$ cat src/rtl/bsg_dff_reset_pipe_pkg.sv
`default_nettype none
// ============================================================================
//  Module      : bsg_dff_reset_pipe_pkg
//  Description : Shared helper for the bsg_dff_reset_pipe retiming pipe.
//                Holds the per-stage advance equation so the top level and
//                any future variants compute stage advance the same way.
//  Revision    : 1.0  initial release
// ============================================================================
package bsg_dff_reset_pipe_pkg;

    // A stage may load when it is empty (the bubble is overwritten) or when
    // the stage below it is itself moving on this cycle.
    function automatic logic stage_adv(input logic v, input logic adv_down);
        return ~v | adv_down;
    endfunction

endpackage : bsg_dff_reset_pipe_pkg
`default_nettype wire

$ cat src/rtl/bsg_dff_reset_en_stage.sv
`default_nettype none
// ============================================================================
//  Module      : bsg_dff_reset_en_stage
//  Description : One pipe stage: a valid bit plus width_p data bits with
//                synchronous reset to {1'b0, reset_val_p} and a load enable.
//                A separate valid-clear input drops the valid bit while
//                leaving the data untouched.
//  Ports       : clk_i    - clock
//                reset_i  - synchronous active-high reset
//                en_i     - load v_i/data_i this cycle
//                clr_v_i  - clear valid bit only (data held)
//                v_i      - incoming valid
//                data_i   - incoming payload
//                v_o      - stored valid
//                data_o   - stored payload
//  Revision    : 1.0  initial release
// ============================================================================
module bsg_dff_reset_en_stage
    import bsg_dff_reset_pipe_pkg::*;
#(
    parameter int                 width_p     = 6,
    parameter logic [width_p-1:0] reset_val_p = '0
) (
    input  logic               clk_i,
    input  logic               reset_i,
    input  logic               en_i,
    input  logic               clr_v_i,
    input  logic               v_i,
    input  logic [width_p-1:0] data_i,
    output logic               v_o,
    output logic [width_p-1:0] data_o
);

    logic               r_v;
    logic [width_p-1:0] r_d;

    always_ff @(posedge clk_i) begin
        if (reset_i) begin
            r_v <= 1'b0;
            r_d <= reset_val_p;
        end else if (clr_v_i) begin
            r_v <= 1'b0;
        end else if (en_i) begin
            // Data follows the valid bit even when the item is a bubble;
            // the payload of an invalid stage is simply don't-care.
            r_v <= v_i;
            r_d <= data_i;
        end
    end

    assign v_o    = r_v;
    assign data_o = r_d;

endmodule : bsg_dff_reset_en_stage
`default_nettype wire

$ cat src/rtl/bsg_dff_reset_pipe.sv
`default_nettype none
// ============================================================================
//  Module      : bsg_dff_reset_pipe
//  Description : els_p-stage retiming pipe with per-stage valid bits,
//                valid/ready input, valid/yumi output and bubble collapsing.
//                Capacity is exactly els_p items; zero-stall latency is
//                els_p cycles; sustained throughput is one item per cycle.
//  Ports       : clk_i    - clock
//                reset_i  - synchronous active-high reset
//                clear_i  - (BSG_DFF_RESET_PIPE_CLEAR_EN only) drop all
//                           valid bits, keep data, refuse input this cycle
//                valid_i  - producer offers data_i
//                data_i   - input payload
//                ready_o  - pipe accepts data_i this cycle
//                valid_o  - last stage holds an item
//                data_o   - last stage payload
//                yumi_i   - consumer takes data_o (only when valid_o=1)
//  Macro       : BSG_DFF_RESET_PIPE_CLEAR_EN enables the clear_i port.
//  Revision    : 1.0  initial release
// ============================================================================
module bsg_dff_reset_pipe
    import bsg_dff_reset_pipe_pkg::*;
#(
    parameter int                 width_p     = 6,
    parameter int                 els_p       = 2,
    parameter logic [width_p-1:0] reset_val_p = '0
) (
    input  logic               clk_i,
    input  logic               reset_i,
`ifdef BSG_DFF_RESET_PIPE_CLEAR_EN
    input  logic               clear_i,
`endif
    input  logic               valid_i,
    input  logic [width_p-1:0] data_i,
    output logic               ready_o,
    output logic               valid_o,
    output logic [width_p-1:0] data_o,
    input  logic               yumi_i
);

    logic               w_clear;
    logic               w_adv [els_p];
    logic               w_v   [els_p];
    logic [width_p-1:0] w_d   [els_p];

`ifdef BSG_DFF_RESET_PIPE_CLEAR_EN
    assign w_clear = clear_i;
`else
    assign w_clear = 1'b0;
`endif

    genvar k;
    generate
        for (k = 0; k < els_p; k++) begin : g_stage
            logic               w_v_in;
            logic [width_p-1:0] w_d_in;

            if (k == 0) begin : g_first
                assign w_v_in = valid_i;
                assign w_d_in = data_i;
            end else begin : g_rest
                assign w_v_in = w_v[k-1];
                assign w_d_in = w_d[k-1];
            end

            // Advance chain resolves from the output side back to the input
            // side, so an empty stage anywhere lets everything above it move.
            if (k == els_p - 1) begin : g_last
                assign w_adv[k] = stage_adv(w_v[k], yumi_i);
            end else begin : g_mid
                assign w_adv[k] = stage_adv(w_v[k], w_adv[k+1]);
            end

            bsg_dff_reset_en_stage #(
                .width_p     (width_p),
                .reset_val_p (reset_val_p)
            ) u_stage (
                .clk_i   (clk_i),
                .reset_i (reset_i),
                .en_i    (w_adv[k]),
                .clr_v_i (w_clear),
                .v_i     (w_v_in),
                .data_i  (w_d_in),
                .v_o     (w_v[k]),
                .data_o  (w_d[k])
            );
        end
    endgenerate

    // Clear takes precedence over loading inside each stage, so masking
    // ready here is enough to guarantee no input is accepted during clear.
    assign ready_o = w_adv[0] & ~w_clear;
    assign valid_o = w_v[els_p-1];
    assign data_o  = w_d[els_p-1];

endmodule : bsg_dff_reset_pipe
`default_nettype wire

$ cat config.mk
export PLATFORM = sky130hd
export DESIGN_NAME = bsg_dff_reset_pipe
export DESIGN_NICKNAME = d
export VERILOG_FILES = /design/src/rtl/bsg_dff_reset_pipe_pkg.sv /design/src/rtl/bsg_dff_reset_en_stage.sv /design/src/rtl/bsg_dff_reset_pipe.sv
export SDC_FILE = /design/constraint.sdc
export NUM_CORES = 1
export LEC_CHECK = 0
export CORE_AREA = 2 2 39 41
export CTS_CLUSTER_DIAMETER = 150
export CTS_CLUSTER_SIZE = 40
export DETAILED_ROUTE_END_ITERATION = 8
export DIE_AREA = 0 0 41 43
export PLACE_DENSITY = 0.69
export SYNTH_ARGS = -nofsm -noshare
export SYNTH_HDL_FRONTEND = slang
export SYNTH_SLANG_ARGS = --single-unit
$ cat constraint.sdc
create_clock -name clk_i -period 1.35 [get_ports clk_i]
set_input_delay 0.405 -clock clk_i [delete_from_list [all_inputs] [get_ports clk_i]]
set_output_delay 0.405 -clock clk_i [all_outputs]
set_load 0.005 [all_outputs]
After elaboration in Yosys (flattened, before gate mapping)

Index checks and enable logic that the tools add are counted.

Bits in registers: 14
Bits of input ports: 10
Word-level logic and storage cells: 8

Bitwise logic cells: 4

Operators with widths:

| operator  | count |
|---|---|
| NOT 1 bit | 2 |
| OR 1 bit  | 2 |

Logic depth before layout (Yosys ltp)

Gate-level depths: netlist (run 1).

Word-level depth: 3
Mapped depth: 5

Cells and area by module

Synthesis (run 1) repeated with hierarchy kept, for this count alone.

Cell total of the unflattened synthesis: 61
Area total of the unflattened synthesis: 683.2 µm²

By module, submodules not included:

| module                 | times used | cells an instance | area an instance (µm²) | sequential area each (µm²) |
|---|---|---|---|---|
| bsg_dff_reset_en_stage | 2          | 29                | 332.8                  | 140.1 |
| bsg_dff_reset_pipe     | 1          | 3                 | 17.5                   | 0.0 |

Worst setup path before layout (run 1)

OpenSTA, ideal clock, no wires.

Path kind: input -> output
Start point: input yumi_i
End point: output ready_o
Arrival time: 0.778 ns
Path slack: 0.167 ns
Cell stages on the path: 3
Path through: and3b_1 > buf_6 > inv_2

Cells in the longest elaborated chain, start to end: 2

RTL lines:

| item                  | RTL line                     | text |
|---|---|---|
| start: declaration    | bsg_dff_reset_pipe.sv:38     | `input logic yumi_i` |
| OR 1 bit (2 in a row) | bsg_dff_reset_pipe_pkg.sv:14 | `return ~v \| adv_down;` |
| end: declaration      | bsg_dff_reset_pipe.sv:35     | `output logic ready_o,` |

Every way passes these cells.

Final worst setup path (run 1)

Start point: register g_stage[0].u_stage.r_v
End point: output ready_o

Cells in the longest elaborated chain, start to end: 2

RTL lines:

| item                     | RTL line                     | text |
|---|---|---|
| start: declaration       | bsg_dff_reset_en_stage.sv:34 | `logic r_v;` |
| start signal: assignment | bsg_dff_reset_en_stage.sv:46 | `r_v <= v_i;` |
| NOT 1 bit                | bsg_dff_reset_pipe_pkg.sv:14 |  |
| OR 1 bit                 | bsg_dff_reset_pipe_pkg.sv:14 |  |

Every way passes these cells.

==> summary.txt, run 1 <==
Outcome
  • Status: complete, but fails checks
  • Failing checks: setup timing

Die
  • Die X: roughly 40 um
  • Chip height: around 43 um
  • Die Area: 0.00176 sq mm
  • Rows: 14
  • Starting density of the core: between 30% and 40%
  • Core Region: 0.00138 sq mm
  • I/O Pins: 18

Worst hold path
  • Worst Hold Class: reg -> reg
  • Worst hold path startpoint: g_stage[0].u_stage.data_o[2]$_SDFFE_PP0P_

STA
  • Max-slew violations: 0
  • Final setup TNS: -0.0251 ns
  • Final setup violation count: 1
  • RSZ-0062 raised after global routing: yes
  • Worst Tran Pin Value: ~0.2 ns
  • Fmax achieved: roughly 730 MHz
  • Final setup margin: -0.0251 ns
  • Max-slew headroom: a little under nine tenths
  • Tmin final: 1.38 ns
  • Final hold vios: 0
  • Period utilization: 102%
  • Clock Skews: ~0.0057 ns

Cells and area
  • Antenna diodes: 0
  • Final layout net count: 89
  • Ratio of cells with drive above 1 in the final layout: between 20% and 30%
  • Area growth syn-to-layout: 45.6%
  • End-of-flow core utilization: about 52%

Drt
  • First-pass DRT Iterations: 2
  • WL per Instance: slightly above 10 um
  • Total wire length: about 960 um
  • DR vias: ~420
  • Post-route DRC: 0
  • Remaining antenna violation count: 0
  • Vias per inst: roughly 4.5
  • DR iter-0 viols: 1

Placement
  • Pre-CTS WS: -0.690 ns
  • Buffers on Ports: 17
  • RePlAce Congestion: slightly below 0.7
  • DPL Wire Length: roughly 650 um

Worst setup path
  • CP Max Fanout: 2
  • CP max stage delay: between 0.3 and 0.4 ns
  • Crit. End Element: output port
  • Worst Setup Path Type: reg -> out
  • CP Launch Point: g_stage[0].u_stage.v_o$_SDFFE_PP0P_
  • CP Launch Type: flip-flop
  • Worst R2R Start: g_stage[0].u_stage.v_o$_SDFFE_PP0P_
  • CP arrival: roughly 0.97 ns
  • Critical path required time: 0.95 ns
  • Critical path's slowest cell: dfxtp_2
  • CP Cell Sequence: and3b_2 > inv_2 > buf_6

Synthesis
  • EDFF count, synth: 0
  • Yosys reg bits: 14
  • Synth area leader: dfxtp_1
  • Top post-synthesis cells by count: 14 x dfxtp_1, 12 x nand2_1, 10 x nor2_1
  • Mean post-synth cell area: ~9.2 sq um
  • Distinct cells, synth: 11
  • Fraction of registers with async set/reset: 0%
  • Synth Instances: 54
  • Mapped Area: ~500 sq um
  • Sequential fraction of the synthesis area: between 50 and 60%
  • Syn_nets: between 60 and 70
  • Top cell type's share of synthesized area: 56.4%
  • Ranking of synthesized cells by area: dfxtp_1 56%, mux2i_1 12%, nand2_1 9.1%
  • Dominant synthesized flop cell: dfxtp_1
  • Yosys warning count: 0
  • Count leader, synth: dfxtp_1

Clock tree
  • TritonCTS Buffers: 3
  • Clk buf depth: 2
  • H-tree depth: 1
  • CTS tree: done
  • Clock Latency Late Sink: 0.27 ns
  • Cts hold-fix bufs: 0
  • Root Buffer: clkbuf_4
  • Clock-pin transition on the worst setup and hold timing paths: about 0.070 ns
  • # clock sinks: 14

Job
  • Max Cap Viol: 0

Global route
  • Vias in the first global route: between 300 and 400
  • Routing usage on met2: between 15 and 20%
  • GRT Util Overall: 12.3%
  • Met1 Use GR: between 10% and 20%
  • Pin count of the biggest net entering global routing: 15
  • GR Overflow Total: 0
  • Initial antenna violation count: 0
  • Busiest grt layer: met2
  • Met3 Use GR: 3.14%
  • First-pass GRT wire length: 1.40 mm

Power and ir drop
  • Lkg Pwr: 0.000330 uW
  • Peak VDD IR: 0.485 mV
  • PD cells: ~1000 mW/mm^2
  • Design Power: around 750 uW
[cells by family (layout without fill, tap and decap cells)]
group,after synthesis,after routing,synth area share (%)
DFF,14,14,56.4
muxes,6,6,12.1
and+or+nand+nor,24,24,20.2
AOI/OAI and AO/OA,6,6,6.05
buffers and inverters,4,27,5.29
[routing by layer]
layer  wire length [um]  vias up
met2                432       12
met3                 51        2
met5                  0        -
met4                 19        0
met1                451      186
li1                   -      217
[cell type report]
type	instances	area [sq um]
sequential	14	287
fill	148	661
tap	16	20.0
clock buffer	3	22.5
inverter	1	3.75
timing repair buffer	23	199
multi-input combinational	36	191
[worst max-delay path: cells and delay by family, from the launching register on]
| kind | cells | cell delay [ns] |
|---|---|---|
| buf+inv | 2 | 0.16 |
| flops | 1 | 0.32 |
| simple gates | 1 | 0.23 |
[layout by cell type (no fill, tap or decap)]
master,n
a21oi_1,6
and2b_2,1
and3b_2,1
buf_2,1
buf_4,6
buf_6,1
clkbuf_2,1
clkbuf_4,3
clkdlybuf4s50_1,8
dfxtp_1,9
dfxtp_2,5
dlygate4sd2_1,6
inv_2,1
mux2i_1,6
nand2_1,12
nor2_1,10
[report_power, final]
group	switching (uW)	internal (uW)	leakage, uW
clock network	123	103	0.0000138
logic	30.3	51.8	0.000198
registers	9.61	436	0.000118
total	163	591	0.000330
[through the flow]
step | cells | instance area [sq um] | hold slack, ns
6_report | 93 | 723 | 0.452
5_1_grt | 93 | 723 | 0.471
4_1_cts | 91 | 706 | 0.456
3_5_place_dp | 88 | 694 | 0.444
3_3_place_gp | 88 | 694 | 0.440
2_1_floorplan | 54 | 497 | 0.425
[sequential cells by signal, indices dropped and copies added (netlist names)]
signal	flops
g_stage.u_stage.data_o	12
g_stage.u_stage.v_o	2
[path summary, 6_finish.rpt]
| check | endpoint | slack (ns) | cells past startpoint |
|---|---|---|---|
| max | ready_o | -0.03 | 3 |
| min | g_stage[0].u_stage.data_o[2]$_SDFFE_PP0P_ | 0.45 | 2 |
| max reg2reg | g_stage[0].u_stage.data_o[0]$_SDFFE_PP0P_ | 0.27 | 6 |
| min reg2reg | g_stage[0].u_stage.data_o[2]$_SDFFE_PP0P_ | 0.45 | 2 |
[what timing repair did]
item	CTS	global route
setup endpoints to repair	8	2
gates resized for setup	21	3
setup buffers	0	2
pin swaps	0	1
Power figures use the tool's default switching activity.
==> inputs of run 2 (changes only) <==
- ABC_AREA: default -> 1
- CAP_MARGIN: default -> 10
- PLACE_DENSITY: 0.69 -> 0.72
==> summary.txt, run 2 <==
Outcome
  • Status: complete, no violations

Worst hold path
  • Worst hold path startpoint: g_stage[0].u_stage.data_o[4]$_SDFFE_PP0P_
  • Hold Path Depth: 2
  • Worst Hold Class: reg -> reg

Drt
  • First-pass DRT Iterations: 4
  • Vias per inst: approximately 4.2
  • WL per Instance: roughly 8.0 um
  • Remaining antenna violation count: 0
  • DR iter-0 viols: 13
  • DR vias: 470
  • Post-route DRC: 0
  • Total wire length: 904 um

Synthesis
  • Count leader, synth: nor2_1
  • Simple-Gate Fraction of Synth Area: approximately 29%
  • Sequential fraction of the synthesis area: between 50% and 60%
  • Dominant synthesized flop cell: dfxtp_1
  • Top cell type's share of synthesized area: 52.5%
  • Yosys reg bits: 14
  • Mean post-synth cell area: 7.32 sq um
  • EDFF count, synth: 0
  • Largest family of logic cells by synthesized area: simple AND/OR/NAND/NOR gates
  • Synth area leader: dfxtp_1
  • Mapped Area: ~530 sq um
  • Multiplexer share of the synthesized area: 0%
  • Yosys warning count: 0
  • Synth Area in Compound Gates: under 10%
  • Distinct cells, synth: 9
  • Adder-cell share of the synthesized area: 0%
  • Syn_nets: 83
  • Synth Instances: between 70 and 80
  • Top post-synthesis cells by count: 26 x nor2_1, 14 x dfxtp_1, 13 x nand2_1
  • Synth Area in XOR/XNOR: 0%
  • Fraction of registers with async set/reset: 0%
  • Ranking of synthesized cells by area: dfxtp_1 52%, nor2_1 18%, nand2_1 9.1%

Clock tree
  • Clock Latency Late Sink: between 0.2 and 0.3 ns
  • Clock-pin transition on the worst setup and hold timing paths: about 0.08 ns
  • Clk buf depth: 2
  • # clock sinks: 14
  • Post-CTS Setup Repair Bufs: 0
  • Root Buffer: clkbuf_4
  • CTS tree: done
  • H-tree depth: 1
  • Post_cts resized: 16
  • Cts hold-fix bufs: 0
  • TritonCTS Buffers: 3

Worst setup path
  • CP arrival: a little over 0.9 ns
  • Crit. End Element: output port
  • CP Launch Point: yumi_i
  • Critical path required time: about 0.95 ns
  • CP max stage delay: 0.24 ns
  • Worst R2R Start: g_stage[1].u_stage.v_o$_SDFFE_PP0P_
  • Worst R2R Path Depth: 4
  • CP Cell Sequence: dlygate4sd2_1 > inv_2 > nand3_2 > buf_2
  • CP Launch Type: input port
  • Critical path's slowest cell: dlygate4sd2_1
  • CP Max Fanout: 2
  • Worst Setup Path Type: in -> out

Cells and area
  • Final layout net count: 108
  • Max reg flops: 12
  • Reg area: 284 sq um
  • Commonest cells after routing, fill and taps aside: 26 x nor2_1, 13 x nand2_1, 11 x dfxtp_1
  • Ratio of cells with drive above 1 in the final layout: between 10% and 20%
  • Fill count: about 150
  • Commonest non-fill, non-tap cell in the layout: nor2_1
  • Antenna diodes: 0
  • Multi-input gate area: 191 sq um
  • Area growth syn-to-layout: 42.6%

Job
  • Max Cap Viol: 0

Placement
  • Buffers on Ports: 17
  • Pre-CTS WS: -0.542 ns
  • DPL Wire Length: a little under 700 um
  • RePlAce Congestion: between 0.7 and 0.8

STA
  • Fmax achieved: between 700 and 800 MHz
  • Worst Tran Pin Value: between 0.15 and 0.2 ns
  • Max-slew headroom: between 80 and 90%
  • Period utilization: 97.5%
  • Final hold vios: 0
  • Tmin final: roughly 1.3 ns
  • Max-slew violations: 0
  • Final setup margin: 0.0343 ns
  • Clock Skews: about 0.0048 ns
  • Final setup violation count: 0
  • RSZ-0062 raised after global routing: no
  • Final setup TNS: 0 ns

Global route
  • Vias in the first global route: 368
  • GRT Util Overall: 12.4%
  • Pin count of the biggest net entering global routing: 14
  • GR Overflow Total: 0
  • First-pass GRT wire length: around 1.4 mm
  • Initial antenna violation count: 0

Die
  • Rows: 14
  • Starting density of the core: around two fifths
  • Chip height: approximately 43 um
  • Core Region: around 0.0014 sq mm
  • Die Area: approximately 0.0018 sq mm
  • Die X: around 41 um
  • I/O Pins: 18

Power and ir drop
  • Design Power: roughly 840 uW
  • Lkg Pwr: 0.000416 uW
  • PD cells: roughly 1100 mW/mm^2
  • Peak VDD IR: about 0.67 mV
## run 2: cell count changes in the layout (fill, tap and decap cells not counted), sizes merged
cell | previous run | this run
a21oi | 6 | 1
and2b | 1 | 0
and3b | 1 | 0
buf | 8 | 6
dlygate4sd2 | 6 | 8
inv | 1 | 10
mux2i | 6 | 0
nand2 | 12 | 13
nand3 | 0 | 1
nor2 | 10 | 26
o21ai | 0 | 6
## run 2: logic make-up after synthesis
family	after synthesis
AND/OR/NAND/NOR	40
AO/OA/AOI/OAI	7
buffers and inverters	12
flip-flops	14
## run 2: final timing paths
| kind | to | slack [ns] |
|---|---|---|
| max | ready_o | 0.03 |
| min | g_stage[1].u_stage.data_o[4]$_SDFFE_PP0P_ | 0.49 |
| max reg2reg | g_stage[1].u_stage.data_o[3]$_SDFFE_PP0P_ | 0.46 |
| min reg2reg | g_stage[1].u_stage.data_o[4]$_SDFFE_PP0P_ | 0.49 |
## run 2: metrics by stage
| step | hold slack [ns] | cells | cell area (sq um) | utilization [%] |
|---|---|---|---|---|
| 2_1_floorplan | 0.455 | 73 | 534 | - |
| 3_3_place_gp | 0.465 | 109 | 737 | 53.3 |
| 3_5_place_dp | 0.474 | 109 | 737 | 53.3 |
| 4_1_cts | 0.491 | 113 | 762 | 55.1 |
| 5_1_grt | 0.512 | 113 | 762 | 55.1 |
| 6_report | 0.491 | 113 | 762 | 55.1 |
## run 2: layout make-up
cell class,count,area share (%)
timing repair buffer,22,25.3
sequential,14,37.3
inverter,10,4.93
clock buffer,4,4.76
tap,16,2.63
multi-input combinational,47,25.1
## run 2: metal layers
layer / GRT usage (%) / vias to the layer above / routed length, um
met1: 17.5 / 193 / 447
met5: 0 / - / 0
met2: 14.4 / 12 / 406
li1: - / 263 / -
met3: 3.14 / 2 / 38
met4: 12.0 / 0 / 12
## run 2: worst max-delay path: cells and delay by family
family / cells / cell delay [ns]
buf+inv: 3 / 0.43
simple gates: 1 / 0.07
## run 2: power by group
part           total [uW]  internal (uW)  switching, uW
Combinational        97.7           57.7           40.0
Clock                 295            164            131
Sequential            450            438           11.6
Total                 842            660            182
==> inputs of run 3 (changes only) <==
- PLACE_DENSITY: 0.72 -> default
- PLACE_DENSITY_LB_ADDON: default -> 0.1
- SLEW_MARGIN: default -> 0
==> summary.txt, run 3 (synthesis results as in run 2) <==
Outcome
  • Status: complete, no violations

Worst setup path
  • CP arrival: approximately 0.9 ns
  • Reg2reg end: g_stage[1].u_stage.data_o[3]$_SDFFE_PP0P_
  • CP Launch Point: yumi_i
  • Critical Path End: ready_o
  • CP Cell Sequence: dlygate4sd2_1 > inv_2 > nand3_2 > buf_2
  • CP max stage delay: 0.24 ns
  • Worst R2R Start: g_stage[1].u_stage.v_o$_SDFFE_PP0P_
  • Reg-to-reg setup timing slack: 0.44 ns
  • CP Launch Type: input port
  • Worst R2R Path Depth: 4
  • CP Max Fanout: 2
  • Crit. End Element: output port
  • Worst Setup Path Type: in -> out
  • Critical path's slowest cell: dlygate4sd2_1
  • Critical path required time: 0.95 ns

Global route
  • Pin count of the biggest net entering global routing: 14
  • First-pass GRT wire length: around 1.7 mm
  • Vias in the first global route: ~450
  • GR Overflow Total: 0
  • Initial antenna violation count: 0
  • GRT Util Overall: 14.9%

Clock tree
  • Clock-pin transition on the worst setup and hold timing paths: around 0.080 ns
  • # clock sinks: 14
  • CTS tree: done
  • Root Buffer: clkbuf_4
  • Cts hold-fix bufs: 0
  • Clk buf depth: 2
  • TritonCTS Buffers: 3
  • H-tree depth: 1
  • Clock Latency Late Sink: about 0.27 ns

Power and ir drop
  • PD cells: between 1000 and 1500 mW/mm^2
  • Peak VDD IR: between 0.6 and 0.7 mV
  • Lkg Pwr: slightly above 0.0004 uW

Cells and area
  • Ratio of cells with drive above 1 in the final layout: approximately 17%
  • Max reg flops: 12
  • Final layout net count: 108
  • Post-route cell area: roughly 750 sq um
  • Commonest cells after routing, fill and taps aside: 26 x nor2_1, 13 x nand2_1, 9 x inv_1, 9 x dfxtp_1
  • Fill count: 149
  • Antenna diodes: 0
  • Commonest non-fill, non-tap cell in the layout: nor2_1
  • Layout Cells excl Fill: about 110
  • Area growth syn-to-layout: 40.5%

Drt
  • Total wire length: 1.01 mm
  • Remaining antenna violation count: 0
  • DR iter-0 viols: 1
  • Post-route DRC: 0
  • First-pass DRT Iterations: 2
  • Vias per inst: roughly 4.4
  • DR vias: ~500
  • WL per Instance: approximately 9.0 um

Placement
  • Placement Cell Area: 737 sq um
  • RePlAce Congestion: between 0.6 and 0.7
  • Buffers on Ports: 17
  • Post-Place Cells: 109
  • DPL Wire Length: 748 um

STA
  • Final hold vios: 0
  • Period utilization: between 90% and 100%
  • Tmin final: 1.30 ns
  • RSZ-0062 raised after global routing: no
  • Final setup violation count: 0
  • Max-slew headroom: 84.7%
  • Fmax achieved: slightly below 800 MHz
  • Worst Tran Pin Value: ~0.23 ns
  • Clock Skews: 0.00330 ns
  • Max-slew violations: 0

Die
  • Chip height: about 43 um
  • Die X: about 40 um
  • Die Area: approximately 0.0018 sq mm
  • Rows: 14
  • Starting density of the core: between 30% and 40%
  • I/O Pins: 18
  • Core Region: 0.00138 sq mm

Job
  • Max Cap Viol: 0

Worst hold path
  • Worst Hold Class: reg -> reg
## run 3: cell types whose count changed in the layout (fill, tap and decap cells not counted)
cell / change
dfxtp_1: -2
clkbuf_8: -1
dfxtp_2: +2
## run 3: how the worst min path moves through the flow
stage | startpoint | depth (start not counted) | end | slack [ns]
3_3_place_gp | g_stage[0].u_stage.data_o[5]$_SDFFE_PP0P_ | 2 | g_stage[0].u_stage.data_o[5]$_SDFFE_PP0P_ | 0.47
6_report | g_stage[0].u_stage.data_o[2]$_SDFFE_PP0P_ | 2 | g_stage[1].u_stage.data_o[2]$_SDFFE_PP0P_ | 0.49
5_1_grt | g_stage[0].u_stage.data_o[5]$_SDFFE_PP0P_ | 2 | g_stage[0].u_stage.data_o[5]$_SDFFE_PP0P_ | 0.51
3_5_place_dp | g_stage[0].u_stage.data_o[3]$_SDFFE_PP0P_ | 2 | g_stage[0].u_stage.data_o[3]$_SDFFE_PP0P_ | 0.47
4_1_cts | g_stage[0].u_stage.data_o[2]$_SDFFE_PP0P_ | 2 | g_stage[1].u_stage.data_o[2]$_SDFFE_PP0P_ | 0.49
2_1_floorplan | g_stage[0].u_stage.data_o[0]$_SDFFE_PP0P_ | 2 | g_stage[0].u_stage.data_o[0]$_SDFFE_PP0P_ | 0.46
## run 3: repair_timing
action                                  4_1_cts  5_1_grt
setup buffers                                 1        0
pin swaps                                     0        0
endpoints found under the hold margin         0        0
gates resized for setup                      18        0
endpoints found under the setup margin        8        1
## run 3: critical path, delay by kind of cell
kind / cells / cell delay (ns)
buffers and inverters: 3 / 0.43
and+or+nand+nor: 1 / 0.06
## run 3: through the flow
| step | worst slack [ns] | hold slack (ns) | power [uW] | util, % | TNS [ns] |
|---|---|---|---|---|---|
| 2_1_floorplan | 0.233 | 0.455 | 504 | - | 0 |
| 3_3_place_gp | -0.534 | 0.466 | 566 | 53.3 | -1.72 |
| 3_5_place_dp | -0.540 | 0.473 | 568 | 53.3 | -1.97 |
| 4_1_cts | 0.0224 | 0.488 | 789 | 54.8 | 0 |
| 5_1_grt | 0.0359 | 0.514 | 827 | 54.2 | 0 |
| 6_report | 0.0541 | 0.485 | 775 | 54.2 | 0 |
## run 3: report_power, final
group          switching (uW)  total (uW)  internal (uW)
sequential               12.1         451            439
combinational            40.2        97.8           57.7
clock                     123         226            103
## run 3: area by class of cell
class	instances	area [sq um]	area share, %
tap	16	20.0	2.67
clock buffer	3	22.5	3.00
inverter	10	37.5	5.00
timing repair buffer	22	193	25.7
multi-input combinational	47	191	25.5
sequential	14	287	38.2
## run 3: routing by layer
layer,wire [um],global-route usage (%),vias up
met5,0,0,-
met4,14,8.00,0
met3,40,7.85,2
met2,530,24.1,9
met1,422,14.1,216
li1,-,-,263
